**src/rtl/fuzz_stim_scheduler_pkg.sv**
```systemverilog
`default_nettype none
// ============================================================================
// Module      : fuzz_pkg
// Description : Shared constants, state encoding and helpers for the fuzz
//               stimulus scheduler (LCG coefficients, MISR taps, FSM states).
// Revision    : 1.0 - initial release
// ============================================================================
package fuzz_pkg;

  localparam logic [31:0] LCG_MUL = 32'h41C6_4E6D;
  localparam logic [31:0] LCG_INC = 32'h0000_3039;

  localparam int MISR_TAP_31 = 31;
  localparam int MISR_TAP_21 = 21;
  localparam int MISR_TAP_1  = 1;
  localparam int MISR_TAP_0  = 0;

  typedef enum logic [2:0] {
    IDLE  = 3'd0,
    RST   = 3'd1,
    LOAD  = 3'd2,
    STEP  = 3'd3,
    GEN   = 3'd4,
    APPLY = 3'd5,
    DONE  = 3'd6
  } state_t;

  function automatic int nchunk(input int w);
    return (w + 31) / 32;
  endfunction

  function automatic logic [31:0] lcg_next(input logic [31:0] s);
    return s * LCG_MUL + LCG_INC;
  endfunction

endpackage
`default_nettype wire

```
**src/rtl/fuzz_stim_scheduler_lcg32.sv**
```systemverilog
`default_nettype none
// ============================================================================
// Module      : fuzz_lcg32
// Description : Registered 32-bit LCG. val always holds the next chunk to be
//               consumed, so a load presents the first successor of the seed.
// Revision    : 1.0 - initial release
// ============================================================================
module fuzz_lcg32
  import fuzz_pkg::*;
(
  input  logic        clk,
  input  logic        rst_n,
  input  logic        load,
  input  logic [31:0] seed,
  input  logic        adv,
  output logic [31:0] val
);

  logic [31:0] r_val;

  always_ff @(posedge clk or negedge rst_n) begin
    if (!rst_n) begin
      r_val <= 32'h0;
    end else if (load) begin
      r_val <= lcg_next(seed);
    end else if (adv) begin
      r_val <= lcg_next(r_val);
    end
  end

  assign val = r_val;

endmodule
`default_nettype wire

```
**src/rtl/fuzz_stim_scheduler.sv**
```systemverilog
`default_nettype none
// ============================================================================
// Module      : fuzz_stim_scheduler
// Description : Stimulus sequencer for a clock-enabled fuzz DUT: holds its
//               reset, applies LCG-built vectors, steps it, and folds its
//               outputs into a 32-bit MISR signature.
// Revision    : 1.0 - initial release
// ============================================================================
module fuzz_stim_scheduler
  import fuzz_pkg::*;
#(
  parameter int IN_W       = 258,
  parameter int OUT_W      = 330,
  parameter int RST_CYCLES = 2,
  parameter int CNT_W      = 32
) (
  input  logic             clk,
  input  logic             rst_n,
  input  logic             start,
  input  logic             abort,
  input  logic [31:0]      seed,
  input  logic [CNT_W-1:0] cycles,
  output logic             dut_rst_n,
  output logic [IN_W-1:0]  dut_in,
  output logic             dut_step,
  input  logic [OUT_W-1:0] dut_out,
  output logic             busy,
  output logic             done,
  output logic [CNT_W-1:0] cyc_count,
  output logic [31:0]      signature
);

  localparam int NCHUNK  = nchunk(IN_W);
  localparam int SH_W    = NCHUNK * 32;
  localparam int RST_LEN = (RST_CYCLES > NCHUNK) ? RST_CYCLES : NCHUNK;
  localparam int CW      = $clog2(RST_LEN + 1);
  localparam int NSLICE  = nchunk(OUT_W);
  localparam int FOLD_W  = NSLICE * 32;

  state_t           r_state;
  logic [CW-1:0]    r_chunk;
  logic [SH_W-1:0]  r_shadow;
  logic [CNT_W-1:0] r_cycles;
  logic [CNT_W-1:0] r_cyc_count;
  logic [31:0]      r_sig;
  logic [IN_W-1:0]  r_dut_in;
  logic             r_dut_rst_n;
  logic             r_step;
  logic             r_busy;
  logic             r_done;

  logic             w_start_ok;
  logic             w_adv;
  logic [31:0]      w_lcg_val;
  logic [SH_W-1:0]  w_shadow_nxt;
  logic [FOLD_W-1:0] w_out_pad;
  logic [31:0]      w_fold;
  logic [31:0]      w_misr_nxt;

  // A new run may begin from IDLE or DONE; abort always takes priority.
  assign w_start_ok = start && !abort && ((r_state == IDLE) || (r_state == DONE));
  assign w_adv      = ((r_state == RST) || (r_state == GEN)) && (r_chunk < CW'(NCHUNK));

  fuzz_lcg32 u_lcg (
    .clk   (clk),
    .rst_n (rst_n),
    .load  (w_start_ok),
    .seed  (seed),
    .adv   (w_adv && !abort),
    .val   (w_lcg_val)
  );

  // Shadow with the chunk being generated this cycle already merged in, so the
  // final generator cycle can hand a complete vector straight to dut_in.
  for (genvar k = 0; k < NCHUNK; k++) begin : g_chunk
    assign w_shadow_nxt[32*k +: 32] = (w_adv && (r_chunk == CW'(k))) ? w_lcg_val
                                                                      : r_shadow[32*k +: 32];
  end

  assign w_out_pad = FOLD_W'(dut_out);

  always_comb begin
    w_fold = 32'h0;
    for (int i = 0; i < NSLICE; i++) begin
      w_fold = w_fold ^ w_out_pad[32*i +: 32];
    end
  end

  assign w_misr_nxt = {r_sig[30:0], r_sig[MISR_TAP_31] ^ r_sig[MISR_TAP_21] ^
                                    r_sig[MISR_TAP_1]  ^ r_sig[MISR_TAP_0]} ^ w_fold;

  always_ff @(posedge clk or negedge rst_n) begin
    if (!rst_n) begin
      r_state     <= IDLE;
      r_chunk     <= '0;
      r_shadow    <= '0;
      r_cycles    <= '0;
      r_cyc_count <= '0;
      r_sig       <= 32'h0;
      r_dut_in    <= '0;
      r_dut_rst_n <= 1'b0;
      r_step      <= 1'b0;
      r_busy      <= 1'b0;
      r_done      <= 1'b0;
    end else if (abort) begin
      r_state     <= IDLE;
      r_chunk     <= '0;
      r_dut_rst_n <= 1'b0;
      r_step      <= 1'b0;
      r_busy      <= 1'b0;
      r_done      <= 1'b0;
    end else begin
      case (r_state)
        IDLE, DONE: begin
          if (w_start_ok) begin
            r_state     <= RST;
            r_chunk     <= '0;
            r_cycles    <= cycles;
            r_cyc_count <= '0;
            r_sig       <= 32'h0;
            r_dut_rst_n <= 1'b0;
            r_busy      <= 1'b1;
            r_done      <= 1'b0;
          end
        end
        RST: begin
          r_shadow <= w_shadow_nxt;
          if (r_chunk == CW'(RST_LEN - 1)) begin
            r_state     <= LOAD;
            r_chunk     <= '0;
            r_dut_in    <= w_shadow_nxt[IN_W-1:0];
            r_dut_rst_n <= 1'b1;
          end else begin
            r_chunk <= r_chunk + 1'b1;
          end
        end
        LOAD: begin
          r_state <= STEP;
          r_step  <= 1'b1;
        end
        STEP: begin
          r_step <= 1'b0;
          r_sig  <= w_misr_nxt;
          if (r_cyc_count == r_cycles) begin
            r_state <= DONE;
            r_busy  <= 1'b0;
            r_done  <= 1'b1;
          end else begin
            r_state <= GEN;
            r_chunk <= '0;
          end
        end
        GEN: begin
          r_shadow <= w_shadow_nxt;
          if (r_chunk == CW'(NCHUNK - 1)) begin
            r_state  <= APPLY;
            r_chunk  <= '0;
            r_dut_in <= w_shadow_nxt[IN_W-1:0];
          end else begin
            r_chunk <= r_chunk + 1'b1;
          end
        end
        APPLY: begin
          r_state     <= STEP;
          r_step      <= 1'b1;
          r_cyc_count <= r_cyc_count + 1'b1;
        end
        default: begin
          r_state <= IDLE;
        end
      endcase
    end
  end

  assign dut_rst_n = r_dut_rst_n;
  assign dut_in    = r_dut_in;
  assign dut_step  = r_step;
  assign busy      = r_busy;
  assign done      = r_done;
  assign cyc_count = r_cyc_count;
  assign signature = r_sig;

endmodule
`default_nettype wire

```
**config.mk**
```make
export PLATFORM = sky130hd
export DESIGN_NAME = fuzz_stim_scheduler
export DESIGN_NICKNAME = d
export VERILOG_FILES = /design/src/rtl/fuzz_stim_scheduler_pkg.sv /design/src/rtl/fuzz_stim_scheduler_lcg32.sv /design/src/rtl/fuzz_stim_scheduler.sv
export SDC_FILE = /design/constraint.sdc
export NUM_CORES = 2
export LEC_CHECK = 0
export BUFFER_PORTS_ARGS = -buffer_cell sky130_fd_sc_hd__buf_2
export CORE_MARGIN = 10
export CORE_UTILIZATION = 25
export CTS_CLUSTER_SIZE = 20
export DETAILED_ROUTE_END_ITERATION = 10
export GPL_TIMING_DRIVEN = 0
export PLACE_DENSITY = 0.4
export SYNTH_ARGS = -nofsm -noshare
export SYNTH_HDL_FRONTEND = slang
export SYNTH_SLANG_ARGS = --single-unit
export TNS_END_PERCENT = 50
```
**constraint.sdc**
```tcl
create_clock -name clk -period 7.3 [get_ports clk]
set_input_delay 0.365 -clock clk [delete_from_list [all_inputs] [get_ports clk]]
set_output_delay 0.365 -clock clk [all_outputs]
set_load 0.01 [all_outputs]
```
After elaboration in Yosys (flattened, before gate mapping)
Cells that the tools add are included.
{"block": "totals", "wordCells": 130, "regBits": 655, "out_inout_bits": 326, "inputBits": 398}
{"block": "classes", "addsub": 4, "mux": 38, "n_lt_le_gt_ge": 1, "multipliers": 2, "n_eq_ne": 21, "reduce_logical": 37, "n_bitwise": 15}
{"operator": "32-bit two-way mux", "n": 11}
{"operator": "32-bit XOR", "n": 10}
{"operator": "32-bit one-hot mux with 2 select lines", "n": 2}
{"operator": "32-bit by 14-bit adder with 32-bit output, second input constant", "n": 2}
{"operator": "32-bit by 31-bit multiplier with 32-bit output, second input constant", "n": 2}
{"operator": "32-bit by 1-bit adder with 32-bit output, second input constant", "n": 1}
{"operator": "32-bit == test", "n": 1}
{"operator": "32-bit by 10-bit XOR with 32-bit output", "n": 1}
{"operator": "3-bit AND reduction", "n": 8}
{"operator": "4-bit by 3-bit == test with 1-bit output, second input constant", "n": 4}
{"operator": "4-bit two-way mux", "n": 4}
{"operator": "3-bit one-hot mux with 5 select lines", "n": 1}
{"operator": "1-bit logical AND", "n": 13}
{"operator": "3-bit two-way mux", "n": 4}
{"operator": "4-bit one-hot mux with 3 select lines", "n": 1}
{"operator": "3-bit == test, second input constant", "n": 3}
{"operator": "1-bit two-way mux", "n": 9}
{"operator": "3-bit by 2-bit != test with 1-bit output, second input constant", "n": 3}
{"operator": "3-bit nonzero test", "n": 3}
{"operator": "4-bit by 2-bit == test with 1-bit output, second input constant", "n": 2}
{"operator": "1-bit one-hot mux with 2 select lines", "n": 4}
{"operator": "3-bit by 2-bit == test with 1-bit output, second input constant", "n": 2}
{"operator": "3-bit != test, second input constant", "n": 2}
{"operator": "2-bit nonzero test", "n": 3}
{"operator": "other kinds (16)", "n": 22}

Longest topological paths before layout
{"block": "depth", "depth_word": 12, "ltp_mapped": 27, "depth_no_buf": 26}

Hierarchy
From an unflattened synthesis, not the netlist that was laid out.
{"block": "hier_totals", "hier_cells": 4671, "hier_area_um2": 49334.8}
{"module": "fuzz_stim_scheduler", "cells_per_inst": 2539, "n_inst": 1, "area_each_um2": 29482.0, "seq_area_each_um2": 15539.9}
{"module": "fuzz_lcg32", "cells_per_inst": 2132, "n_inst": 1, "area_each_um2": 19852.8, "seq_area_each_um2": 800.8}

Least setup slack after synthesis
No wires, ideal clock.
{"block": "synth_path", "path_type": "flip-flop to flip-flop", "startpoint": "register u_lcg.r_val[5] (netlist: u_lcg.val[5])", "endpoint": "register u_lcg.r_val[31] (netlist: u_lcg.val[31])", "path_slack_ns": 0.849, "n_path_buf": 0, "setup_time_ns": 0.088, "arrival_time_ns": 6.363, "synth_period_minus_slack_ns": 6.451, "path_stages_with_launch": 26, "required_ns": 7.212, "cell_sequence": "dfrtp_1 > ha_1 > xor2_1 > ha_1 > a21oi_1 > fa_1 > fa_1 > inv_1 > fa_1 > inv_1 > fa_1 > inv_1 > fa_1 > inv_1 > fa_1 > inv_1 > ha_1 > nand3_1 > nor3_1 > nand2_1 > a211oi_2 > o41ai_2 > a21oi_1 > mux2i_1 > a21oi_1 > nor3b_1"}
{"block": "synth_between", "elab_chain_cells": 4}
{"element": "start: declaration", "line": "fuzz_stim_scheduler_lcg32.sv:19", "text": "logic [31:0] r_val;"}
{"element": "start signal: assignment", "line": "fuzz_stim_scheduler_lcg32.sv:25", "text": "r_val <= lcg_next(seed);"}
{"element": "start signal: assignment", "line": "fuzz_stim_scheduler_lcg32.sv:27", "text": "r_val <= lcg_next(r_val);"}
{"element": "32-bit by 31-bit multiplier with 32-bit output", "line": "fuzz_stim_scheduler_pkg.sv:33", "text": "return s * LCG_MUL + LCG_INC;"}
{"element": "32-bit by 14-bit adder with 32-bit output", "line": "fuzz_stim_scheduler_pkg.sv:33"}
{"element": "32-bit two-way mux", "line": "fuzz_stim_scheduler_lcg32.sv:26", "text": "end else if (adv) begin"}
{"element": "32-bit two-way mux", "line": "fuzz_stim_scheduler_lcg32.sv:24", "text": "end else if (load) begin"}
No other way between the ends. The select of a mux whose other input is x is not followed.
A chain may end at the register's enable or synchronous reset.

Final worst setup path
{"block": "layout_path", "startpoint": "register u_lcg.r_val[13] (netlist: u_lcg.val[13])", "endpoint": "register u_lcg.r_val[31] (netlist: u_lcg.val[31])"}
The elaborated chain is that of the path after synthesis.

==> reports/metrics.yaml <==
synth_area_leaders: "dfrtp_1 (34%), fa_1 (16%), ha_1 (11%), xnor2_1 (8.2%), inv_1 (6.3%)"
die_x_um: 458.5
via_per_inst: 4.393
gp_congestion: 0.8544
synth_ff_type: "dfrtp_1"
ys_warn_count: 0
period_minus_slack_ps: 7107
critical_path_arrival_ps: 7710
die_area_um2: 210300
slew_headroom: 0.04844
fmax_mhz: 140.7
setup.worst_path.class: "reg2reg"
cts_root_buf: "clkbuf_16"
nets: 7047
syn_inst: 4985
synth-edff-count: 0
rsz0062_at_grt: "yes"
num_rows: 160
report.final.setup_viol: 0
hpwl_um: 153800
synth-async-reset-ratio: 1.000
end_kind: "register"
antenna_found_initial: 31
period_share: 0.9736
avgSynthCellArea_um2: 9.645
fin_skew_ps: 63.45
grt_pass1_wl_um: 283400
drc: 0
cts_tree: "done"
grt_pass1_vias: 39650
clkTransAtPathRegs_ps: 60
htree_levels: 3
gr-total-overflow: 0
area_growth_pct: 22.06
hold_class: "in2reg"
crit_fanout: 12
syn_nets: 6175
coreArea_um2: 190800
yosysTopAreaCell: "dfrtp_1"
netlist_area_um2: 48080
drv_slew: 0
die_height_um: 458.5
insertion_delay_ps: 740
first_pass_iters: 5
io_buffers: 723
cts_buffer_depth: 3
ios: 724
cts.sinks: 653
hold_viol_final: 0
post_drt_wl_per_cell_um: 23.00
synth_cell_types: 72
numCtsBuffers: 81
start_kind: "register"
drive_above_1_share: 0.1869
track_usage: 0.1825
ys_ff_latch: 653
initial_utilization: 0.2520
yosysSeqAreaShare: 0.3399
fin_hold_ws_ps: 79.65
status: "finished, final reports clean"
grt_max_degree: 107
drtIter0Drc: 2191
drtAntennaViolNets: 0
drt-total-wl_um: 194300
num_vias: 37110
critical_path_required_ps: 7900
fill_cells: 20390
synth.top_cell.area_share: 0.3399
worstMarginPinSlew_ps: 1427
cap_violations: 0
[cell usage in the layout, fill, tap and decap left out, drive strengths merged, types with 56 or more instances in the layout]
cell type and count:
xor2 56, buf 833, xnor2 450, inv 798, nand2 705, ha 417, o21ai 462, mux2i 120
fa 375, clkbuf 264, dfrtp 653, mux2 67, a21oi 185, nor2 185
[critical path: stages, from the launching register on]
cell     delay, ps
dfrtp_4        650
ha_2           550
ha_1           280
inv_1           70
fa_1           420
fa_1           510
inv_1           60
fa_1           510
inv_1           60
fa_1           570
inv_1           70
fa_1           480
inv_1           50
fa_1           560
inv_1           70
ha_2           380
a21oi_1        100
o311a_1        310
a31oi_2        270
and2_4         210
o41ai_4         80
a21oi_2        190
mux2i_1        210
a21oi_1        140
nor3b_2        230
[cell usage after synthesis, drive strengths merged, types with 6 or more instances]
| cell | n |
|---|---|
| mux2i | 120 |
| clkbuf | 158 |
| a31oi | 20 |
| nand3 | 33 |
| o31ai | 6 |
| or2 | 7 |
| a22o | 33 |
| nor2 | 185 |
| nand4 | 23 |
| buf | 58 |
| fa | 375 |
| a21o | 22 |
| nand2b | 13 |
| xor2 | 56 |
| nand2 | 705 |
| o21a | 7 |
| inv | 808 |
| o21bai | 6 |
| mux2 | 67 |
| o211ai | 7 |
| a21oi | 185 |
| a211oi | 21 |
| o21ai | 462 |
| ha | 417 |
| dfrtp | 653 |
| nor3 | 19 |
| nor4 | 7 |
| or3 | 13 |
| and3 | 8 |
| xnor2 | 450 |
[kinds of logic after synthesis]
family | share of synthesized area
adders and majority gates | 0.2647
AOI/OAI and AO/OA | 0.09218
and+or+nand+nor | 0.08929
DFF | 0.3399
buffers and inverters | 0.08114
muxes | 0.04068
xor gates and xnor gates | 0.09218
[worst paths after layout]
check | from | to | slack [ps] | cells after the start
worst max register to register | u_lcg.val[13]$_DFFE_PN0P_ | u_lcg.val[31]$_DFFE_PN0P_ | 190 | 24
worst max-delay path | u_lcg.val[13]$_DFFE_PN0P_ | u_lcg.val[31]$_DFFE_PN0P_ | 190 | 24
worst min-delay path | abort | cyc_count[0]$_DFFE_PN0P_ | 80 | 3
worst min register to register | r_shadow[4]$_DFFE_PN0P_ | dut_in[4]$_DFFE_PN0P_ | 450 | 2
min in group asynchronous | rst_n | dut_in[138]$_DFFE_PN0P_ | 280 | 2
max in group asynchronous | rst_n | dut_in[14]$_DFFE_PN0P_ | 4490 | 6
[layer usage]
layer | routed length, µm | global-route usage
met1 | 90550 | 0.2494
met2 | 89840 | 0.2979
met3 | 10060 | 0.03773
met4 | 3722 | 0.03638
met5 | 115 | 0
[registers in the layout, indices dropped and copies added, names as in the netlist]
register and cells:
r_cycles 32, busy 1, cyc_count 32, dut_in 258
r_state 3, u_lcg.val 32, r_chunk 4, r_shadow 256
dut_step 1, dut_rst_n 1, signature 32, done 1
[through the flow]
step,utilization,std cells,worst slack (ps),instance area [µm²],TNS (ps)
finish,0.3076,8447,192.9,58690,0
global route,0.3075,8437,-11.65,58660,-15.30
CTS,0.3063,8417,8.925,58430,0
detailed placement,0.2885,8226,-1756,55030,-24900
global placement,0.2874,8219,-9754,54840,-6234800
floorplan,-,4985,848.7,48080,0
[layout make-up]
type / count / area [µm²] / share of cell area
Timing Repair Buffer: 808 / 4476 / 0.07626
Sequential cell: 653 / 16410 / 0.2796
Antenna cell: 14 / 35.03 / 0.0005970
Inverter: 808 / 3085 / 0.05258
Buffer: 197 / 822.0 / 0.01401
Clock buffer: 126 / 2446 / 0.04168
Clock inverter: 22 / 296.5 / 0.005053
Multi-Input combinational cell: 3308 / 27970 / 0.4767
Tap cell: 2511 / 3142 / 0.05353
[timing repair]
item	4_1_cts	5_1_grt
hold buffers	34	0
setup endpoints to repair	20	3
endpoints found under the hold margin	123	0
buffers inserted	27	17
resized for setup	61	24
pin swaps	0	3
Power is left out: the tool's default activity adds up to more than one toggle a clock period on the data nets, which glitch-free logic cannot reach.
